### src/rtl/apb_counter_slave.sv
// APB3 slave wrapping a 32-bit up/down timer with terminal-count status and interrupt.
// Register map: CTRL 0x00, LOAD 0x04, COUNT 0x08, STATUS 0x0C (TC, write-1-to-clear).
module apb_counter_slave #(
  parameter int WAIT_STATES = 0
) (
  input  logic        PCLK,
  input  logic        PRESET,
  input  logic [31:0] PADDR,
  input  logic        PSEL,
  input  logic        PENABLE,
  input  logic        PWRITE,
  input  logic [31:0] PWDATA,
  output logic [31:0] PRDATA,
  output logic        PREADY,
  output logic        PSLVERR,
  output logic        irq
);

  localparam logic [3:0] LP_WAIT   = 4'(WAIT_STATES);
  localparam int         CTRL_EN   = 0;
  localparam int         CTRL_DIR  = 1;
  localparam int         CTRL_AUTO = 2;
  localparam int         CTRL_IRQ  = 3;

  logic [3:0]  r_ctrl;
  logic [31:0] r_load;
  logic [31:0] r_count;
  logic        r_tc;
  logic [3:0]  r_wait_cnt;

  logic        w_access;
  logic        w_ready;
  logic        w_addr_err;
  logic        w_sel_ctrl;
  logic        w_sel_load;
  logic        w_sel_count;
  logic        w_sel_status;
  logic [31:0] w_rd_data;
  logic        w_wr;
  logic        w_wr_ctrl;
  logic        w_wr_load;
  logic        w_wr_count;
  logic        w_wr_status;
  logic [31:0] w_count_nxt;
  logic        w_tc_hit;
  logic        w_en_clr;
  logic [3:0]  w_ctrl_nxt;
  logic        w_tc_nxt;
  logic        w_unused;

  assign w_unused = ^PADDR[31:5];

  // Reset gates completion so a transfer caught by PRESET is abandoned outright.
  assign w_access = PSEL & PENABLE;
  assign w_ready  = w_access & ~PRESET & (r_wait_cnt == LP_WAIT);

  // Address decode and read mux.
  always_comb begin
    w_addr_err   = 1'b0;
    w_sel_ctrl   = 1'b0;
    w_sel_load   = 1'b0;
    w_sel_count  = 1'b0;
    w_sel_status = 1'b0;
    w_rd_data    = 32'h0000_0000;
    case (PADDR[4:0])
      5'h00: begin
        w_sel_ctrl = 1'b1;
        w_rd_data  = {28'h000_0000, r_ctrl};
      end
      5'h04: begin
        w_sel_load = 1'b1;
        w_rd_data  = r_load;
      end
      5'h08: begin
        w_sel_count = 1'b1;
        w_rd_data   = r_count;
      end
      5'h0C: begin
        w_sel_status = 1'b1;
        w_rd_data    = {31'h0000_0000, r_tc};
      end
      default: begin
        w_addr_err = 1'b1;
      end
    endcase
  end

  assign w_wr        = w_ready & PWRITE & ~w_addr_err;
  assign w_wr_ctrl   = w_wr & w_sel_ctrl;
  assign w_wr_load   = w_wr & w_sel_load;
  assign w_wr_count  = w_wr & w_sel_count;
  assign w_wr_status = w_wr & w_sel_status;

  assign PREADY  = w_ready;
  assign PSLVERR = w_ready & w_addr_err;
  assign PRDATA  = (w_ready & ~PWRITE & ~w_addr_err) ? w_rd_data : 32'h0000_0000;
  assign irq     = r_tc & r_ctrl[CTRL_IRQ];

  // Counter next-state; a COUNT write replaces the step and suppresses terminal-count.
  always_comb begin
    w_count_nxt = r_count;
    w_tc_hit    = 1'b0;
    w_en_clr    = 1'b0;
    if (w_wr_count) begin
      w_count_nxt = PWDATA;
    end else if (r_ctrl[CTRL_EN]) begin
      if (!r_ctrl[CTRL_DIR]) begin
        if (r_count == r_load) begin
          w_tc_hit = 1'b1;
          if (r_ctrl[CTRL_AUTO]) begin
            w_count_nxt = 32'h0000_0000;
          end else begin
            w_en_clr = 1'b1;
          end
        end else begin
          w_count_nxt = r_count + 32'd1;
        end
      end else begin
        if (r_count == 32'h0000_0000) begin
          w_tc_hit = 1'b1;
          if (r_ctrl[CTRL_AUTO]) begin
            w_count_nxt = r_load;
          end else begin
            w_en_clr = 1'b1;
          end
        end else begin
          w_count_nxt = r_count - 32'd1;
        end
      end
    end else begin
      w_count_nxt = r_count;
    end
  end

  // CTRL and STATUS next-state: software CTRL write beats the one-shot EN clear,
  // hardware TC set beats the W1C.
  always_comb begin
    w_ctrl_nxt = r_ctrl;
    w_tc_nxt   = r_tc;
    if (w_wr_ctrl) begin
      w_ctrl_nxt = PWDATA[3:0];
    end else if (w_en_clr) begin
      w_ctrl_nxt = {r_ctrl[3:1], 1'b0};
    end else begin
      w_ctrl_nxt = r_ctrl;
    end
    if (w_tc_hit) begin
      w_tc_nxt = 1'b1;
    end else if (w_wr_status && PWDATA[0]) begin
      w_tc_nxt = 1'b0;
    end else begin
      w_tc_nxt = r_tc;
    end
  end

  // Access-phase wait counter, cleared on completion or abort.
  always_ff @(posedge PCLK) begin
    if (PRESET) begin
      r_wait_cnt <= 4'h0;
    end else if (!w_access || w_ready) begin
      r_wait_cnt <= 4'h0;
    end else begin
      r_wait_cnt <= r_wait_cnt + 4'd1;
    end
  end

  // Register file update.
  always_ff @(posedge PCLK) begin
    if (PRESET) begin
      r_ctrl  <= 4'h0;
      r_load  <= 32'h0000_0000;
      r_count <= 32'h0000_0000;
      r_tc    <= 1'b0;
    end else begin
      r_ctrl  <= w_ctrl_nxt;
      r_load  <= w_wr_load ? PWDATA : r_load;
      r_count <= w_count_nxt;
      r_tc    <= w_tc_nxt;
    end
  end

endmodule

### config.mk
export PLATFORM = sky130hd
export DESIGN_NAME = apb_counter_slave
export DESIGN_NICKNAME = d
export VERILOG_FILES = /design/src/rtl/apb_counter_slave.sv
export SDC_FILE = /design/constraint.sdc
export NUM_CORES = 1
export LEC_CHECK = 0
export ABC_AREA = 1
export BUFFER_PORTS_ARGS = -buffer_cell sky130_fd_sc_hd__buf_2
export CORE_MARGIN = 5
export CORE_UTILIZATION = 40
export DETAILED_ROUTE_END_ITERATION = 10
export HOLD_SLACK_MARGIN = 0.1
export SYNTH_ARGS = -nofsm -noshare
export SYNTH_HDL_FRONTEND = slang
export SYNTH_SLANG_ARGS = --single-unit
### constraint.sdc
create_clock -name PCLK -period 9.1 [get_ports PCLK]
set_input_delay 2.73 -clock PCLK [delete_from_list [all_inputs] [get_ports PCLK]]
set_output_delay 2.73 -clock PCLK [all_outputs]
set_load 0.1 [all_outputs]
Word-level counts from Yosys, hierarchy flattened
Index checks and enable logic that the tools add are counted.
{ "classes": {"add_sub_neg": 3, "eq_ne": 6, "n_mux": 29, "bitwise": 15, "reduce_logical": 12} }
{ "ops": {"columns": ["op", "n"], "rows": [
  ["32-bit two-way mux", 8],
  ["32-bit case mux with 4 select lines", 1],
  ["32-bit by 1-bit adder with 32-bit output (second input constant)", 1],
  ["32-bit == test", 1],
  ["32-bit logical NOT", 1],
  ["32-bit by 1-bit subtractor with 32-bit output (second input constant)", 1],
  ["1-bit two-way mux", 19],
  ["1-bit bitwise AND", 13],
  ["5-bit by 4-bit == test with 1-bit output (second input constant)", 2],
  ["4-bit inequality test (second input constant)", 2],
  ["2-bit nonzero test", 3],
  ["5-bit by 3-bit == test with 1-bit output (second input constant)", 1],
  ["5-bit logical NOT", 1],
  ["4-bit by 1-bit adder with 4-bit output (second input constant)", 1],
  ["4-bit logical NOT", 1],
  ["4-bit two-way mux", 1],
  ["4-bit OR reduction", 1],
  ["3-bit AND reduction", 1],
  ["1-bit NOT", 2],
  ["2-bit OR reduction", 1],
  ["1-bit logical AND", 1],
  ["1-bit logical NOT", 1],
  ["1-bit logical OR", 1]
]} }
{ "word_totals": {"ff_bits": 73, "inputBits": 69, "output_inout_bits": 35, "word_cells": 71} }

Longest topological paths before layout
{ "depth": {"depth_word": 9, "depth_mapped": 16, "ltp_nobuf": 16} }

Worst setup path after synthesis
OpenSTA, ideal clock, no wires.
{ "synth_timing": {"path_type": "input -> output", "startpoint": "in PRESET", "endpoint": "out PRDATA[12]", "t_arrival_ns": 5.566, "t_required_ns": 6.370, "slack_ns": 0.804, "cell_stages": 10, "n_path_buf": 4, "cell_sequence": "buf_2 nor2_1 and3_1 buf_4 inv_1 nor3_2 inv_1 buf_2 buf_2 a21oi_1"} }
{ "synth_via": {"elab_chain_len": 6} }
{ "synth_rtl": {"columns": ["element", "line_no", "text"], "rows": [
  ["start, declared", "7", "input logic PRESET,"],
  ["1-bit NOT", "55", "assign w_ready = w_access & ~PRESET & (r_wait_cnt == LP_WAIT);"],
  ["1-bit bitwise AND (2 in a row)", "55", null],
  ["via PREADY", "14", "output logic PREADY,"],
  ["1-bit bitwise AND (2 in a row)", "96", "assign PRDATA = (w_ready & ~PWRITE & ~w_addr_err) ? w_rd_data : 32'h0000_0000;"],
  ["32-bit two-way mux", "96", null],
  ["end, declared", "13", "output logic [31:0] PRDATA,"]
]} }
The timed path passes the listed nets, and every way through them passes these cells.

Worst setup path in the final report
{ "layout_timing": {"startpoint": "in PADDR[1]", "endpoint": "out PRDATA[30]"} }
{ "layout_via": {"elab_chain_len": 4, "word_cells_on_any_way": 8, "classes_between": "eq/ne (3); mux (2); bitwise (1); reduce/logical (2)"} }
{ "layout_rtl": {"columns": ["element", "line_no", "text"], "rows": [
  ["start, declared", "8", "input logic [31:0] PADDR,"],
  ["5-bit by 4-bit == test with 1-bit output (tied with other cells)", "65", "case (PADDR[4:0])"],
  ["4-bit OR reduction (no source line)", null, null],
  ["1-bit bitwise AND", "96", null],
  ["32-bit two-way mux *", "96", null]
]} }
Every way passes the cells marked *; elsewhere a longest branch is shown, timed or not.

==> results_dict.tcl <==
set metrics [dict create \
    status "complete, no violations" \
    cts.repair.resized 0 \
    hp-class "flop to flop" \
    synth_top_cells_by_count "nand2_1, nor2_1, inv_1" \
    antenna_found_initial 0 \
    insertion_delay_ps 350 \
    io_buffer_count 76 \
    htree_levels 3 \
    period_share_pct 83.7 \
    setup_viol 0 \
    rows 48 \
    via_count 7458 \
    grt_pass1_vias 7088 \
    crit_path_start_kind "input pin" \
    routabilityCongestion 0.963 \
    wl_met3_um 856 \
    area_delta_synth_final_pct 7.97 \
    die_h_um 142 \
    ys_warn_count 0 \
    syn_area_mm2 0.00697 \
    synth_seq_cells 73 \
    syn_avg_cell_area_um2 5.62 \
    tightest_slew_ps 1000 \
    synthTopCellsByArea "nand2_1, dfxtp_1, nor2_1" \
    design_area_mm2 0.00752 \
    die_w_um 142 \
    synth.largest_area_cell "nand2_1" \
    ant_nets 0 \
    drtIter0Drc 598 \
    register_area_mm2 0.00146 \
    synth_top_area_share_pct 22.2 \
    worstPathMaxFanout 18 \
    grt_usage_pct 22.8 \
    critPathMaxStageDelay_ps 450 \
    hpwl_um 16300 \
    cts_tree "built" \
    cp_slowest_cell "buf_2" \
    core_mm2 0.0172 \
    ctsHoldBuffers 0 \
    grt_max_degree 58 \
    seq_area_frac_synth_pct 21.0 \
    cts_root_buf "clkbuf_16" \
    setup.worst_path.class "input pin to output port" \
    syn-instance-count 1241 \
    ios 104 \
    synth_flop_cell "dfxtp_1" \
    fill_cells 1979 \
    postCtsSetupRepairBufs 0 \
    min_period_ps 7610 \
    clkTransAtPathRegs_ps 60 \
    power.density_mw_per_mm2 101 \
    clockBufferDepth 2 \
    synth-async-reset-ratio_pct 0 \
    dr_wl_met2_um 10200 \
    numCtsBuffers 9 \
    max_freq_mhz 131 \
    cpLargestDelayFamily "buffers and inverters" \
    rsz0062_at_grt "no" \
    hold_violations 0 \
    dr.pass1.iters 5 \
    totalWireLength_um 22300 \
    grt_overflow 0 \
    diodes 0 \
    via_per_inst 5.00 \
    p_leak_uw 0.00366 \
    drt-met1-wl_um 10900 \
    critPathBufInv 5 \
    syn_nets 1315 \
    fin_util_pct 43.8 \
    layout.nets 1335 \
    initial_utilization_pct 40.6 \
    slew_headroom_pct 33.0 \
    synth_edf_count 0 \
    worst-endpoint-arrival_ps 4880 \
    fin_tns_setup_ps 0 \
    maxSlewViolCount 0 \
    multiInputGateArea_mm2 0.00458 \
    ir_drop_mv 0.0832 \
    grt_pass1_wl_um 37000 \
    wl_per_cell_um 15.0 \
    clock-sinks 73 \
    drive_gt1_share_pct 12.7 \
    yosys.cell_types.count 40 \
    path_cells "buf_2 -> or2_1 -> nor2_1 -> inv_1 -> nor3_2 -> inv_1 -> buf_4 -> a21oi_1 -> buf_2" \
    placed_cell_area_mm2 0.00719 \
    die-area_mm2 0.0202 \
    drc 0 \
    synth_most_common_cell "nand2_1" \
    top_layer "met4" \
    rrSetupSlack_ps 6290 \
    cap_violations 0 \
    crit_path_end_kind "output port" \
    fin_skew_ps 8.77 \
    crit_required_ps 6370 \
]
[worst reg2reg max path, stage by stage (launching register included)]
cell and delay (ps):
dfxtp_1 340, inv_1 60, ha_1 130, and3_1 250, nand3_4 420, nand4_1 300, nand3_2 500, buf_4 460
nand2_1 120, nand2_1 50, nor2_1 110
[worst paths after layout]
| kind | startpoint | to | cells past startpoint |
|---|---|---|---|
| max | PADDR[1] | PRDATA[30] | 9 |
| min | r_wait_cnt[0]$_SDFF_PP0_ | r_wait_cnt[0]$_SDFF_PP0_ | 1 |
| max reg2reg | r_wait_cnt[0]$_SDFF_PP0_ | r_count[15]$_SDFFE_PP0P_ | 10 |
| min reg2reg | r_wait_cnt[0]$_SDFF_PP0_ | r_wait_cnt[0]$_SDFF_PP0_ | 1 |
[layout make-up]
| cell class | instances | share of cell area [%] |
|---|---|---|
| inverter | 119 | 5.95 |
| tap | 225 | 3.74 |
| sequential | 73 | 19.4 |
| multi-input combinational | 976 | 60.8 |
| clock buffer | 11 | 3.36 |
| timing repair buffer | 82 | 5.65 |
| clock inverter | 5 | 1.03 |
[state kept, by name, indices dropped and copies added (netlist names)]
| register | cells |
|---|---|
| r_count | 32 |
| r_ctrl | 4 |
| r_load | 32 |
| r_tc | 1 |
| r_wait_cnt | 4 |
[metal layers]
layer	up-vias	global-route usage (%)
met4	0	6.52
met1	3366	31.5
li1	3912	-
met5	-	0
met2	160	37.7
met3	20	2.45
[cells in the final DEF (no fill, tap or decap), types with 9 or more instances in the layout]
cell type,Yosys,layout
nand2_2,11,12
nor2_1,190,190
a21oi_1,93,93
clkbuf_16,0,9
xnor2_1,24,24
nand2_1,413,412
o21ai_0,52,52
inv_2,14,14
xor2_1,31,31
nor2_2,13,13
nor2_4,10,10
dfxtp_1,73,73
nand4_1,9,9
inv_1,102,102
buf_2,29,76
nand3_1,87,87
[cells by family (layout without fill, tap and decap cells)]
group / Yosys count / in the layout / share of synthesized area [%]
xor gates and xnor gates: 55 / 55 / 6.91
AOI/OAI and AO/OA: 163 / 163 / 12.2
adders and majority gates: 5 / 5 / 0.898
DFF: 73 / 73 / 21.0
buffers and inverters: 192 / 217 / 13.4
and+or+nand+nor: 753 / 753 / 45.6
[through the flow]
stage	total power [uW]	setup slack, ps	hold WS, ps	instances
after floorplan	344	804	430	1241
after global placement	360	1520	446	1475
after detailed placement	360	1480	451	1475
after CTS	764	1480	468	1491
after global routing	778	1340	489	1491
final	758	1490	464	1491
[power breakdown]
group	leakage [uW]	total [uW]	switching, uW	internal, uW
combinational	0.00291	33.1	22.5	10.6
sequential	0.000588	320	0.289	320
clock	0.000162	404	150	254
No activity file was read; power rests on OpenSTA's default activity.
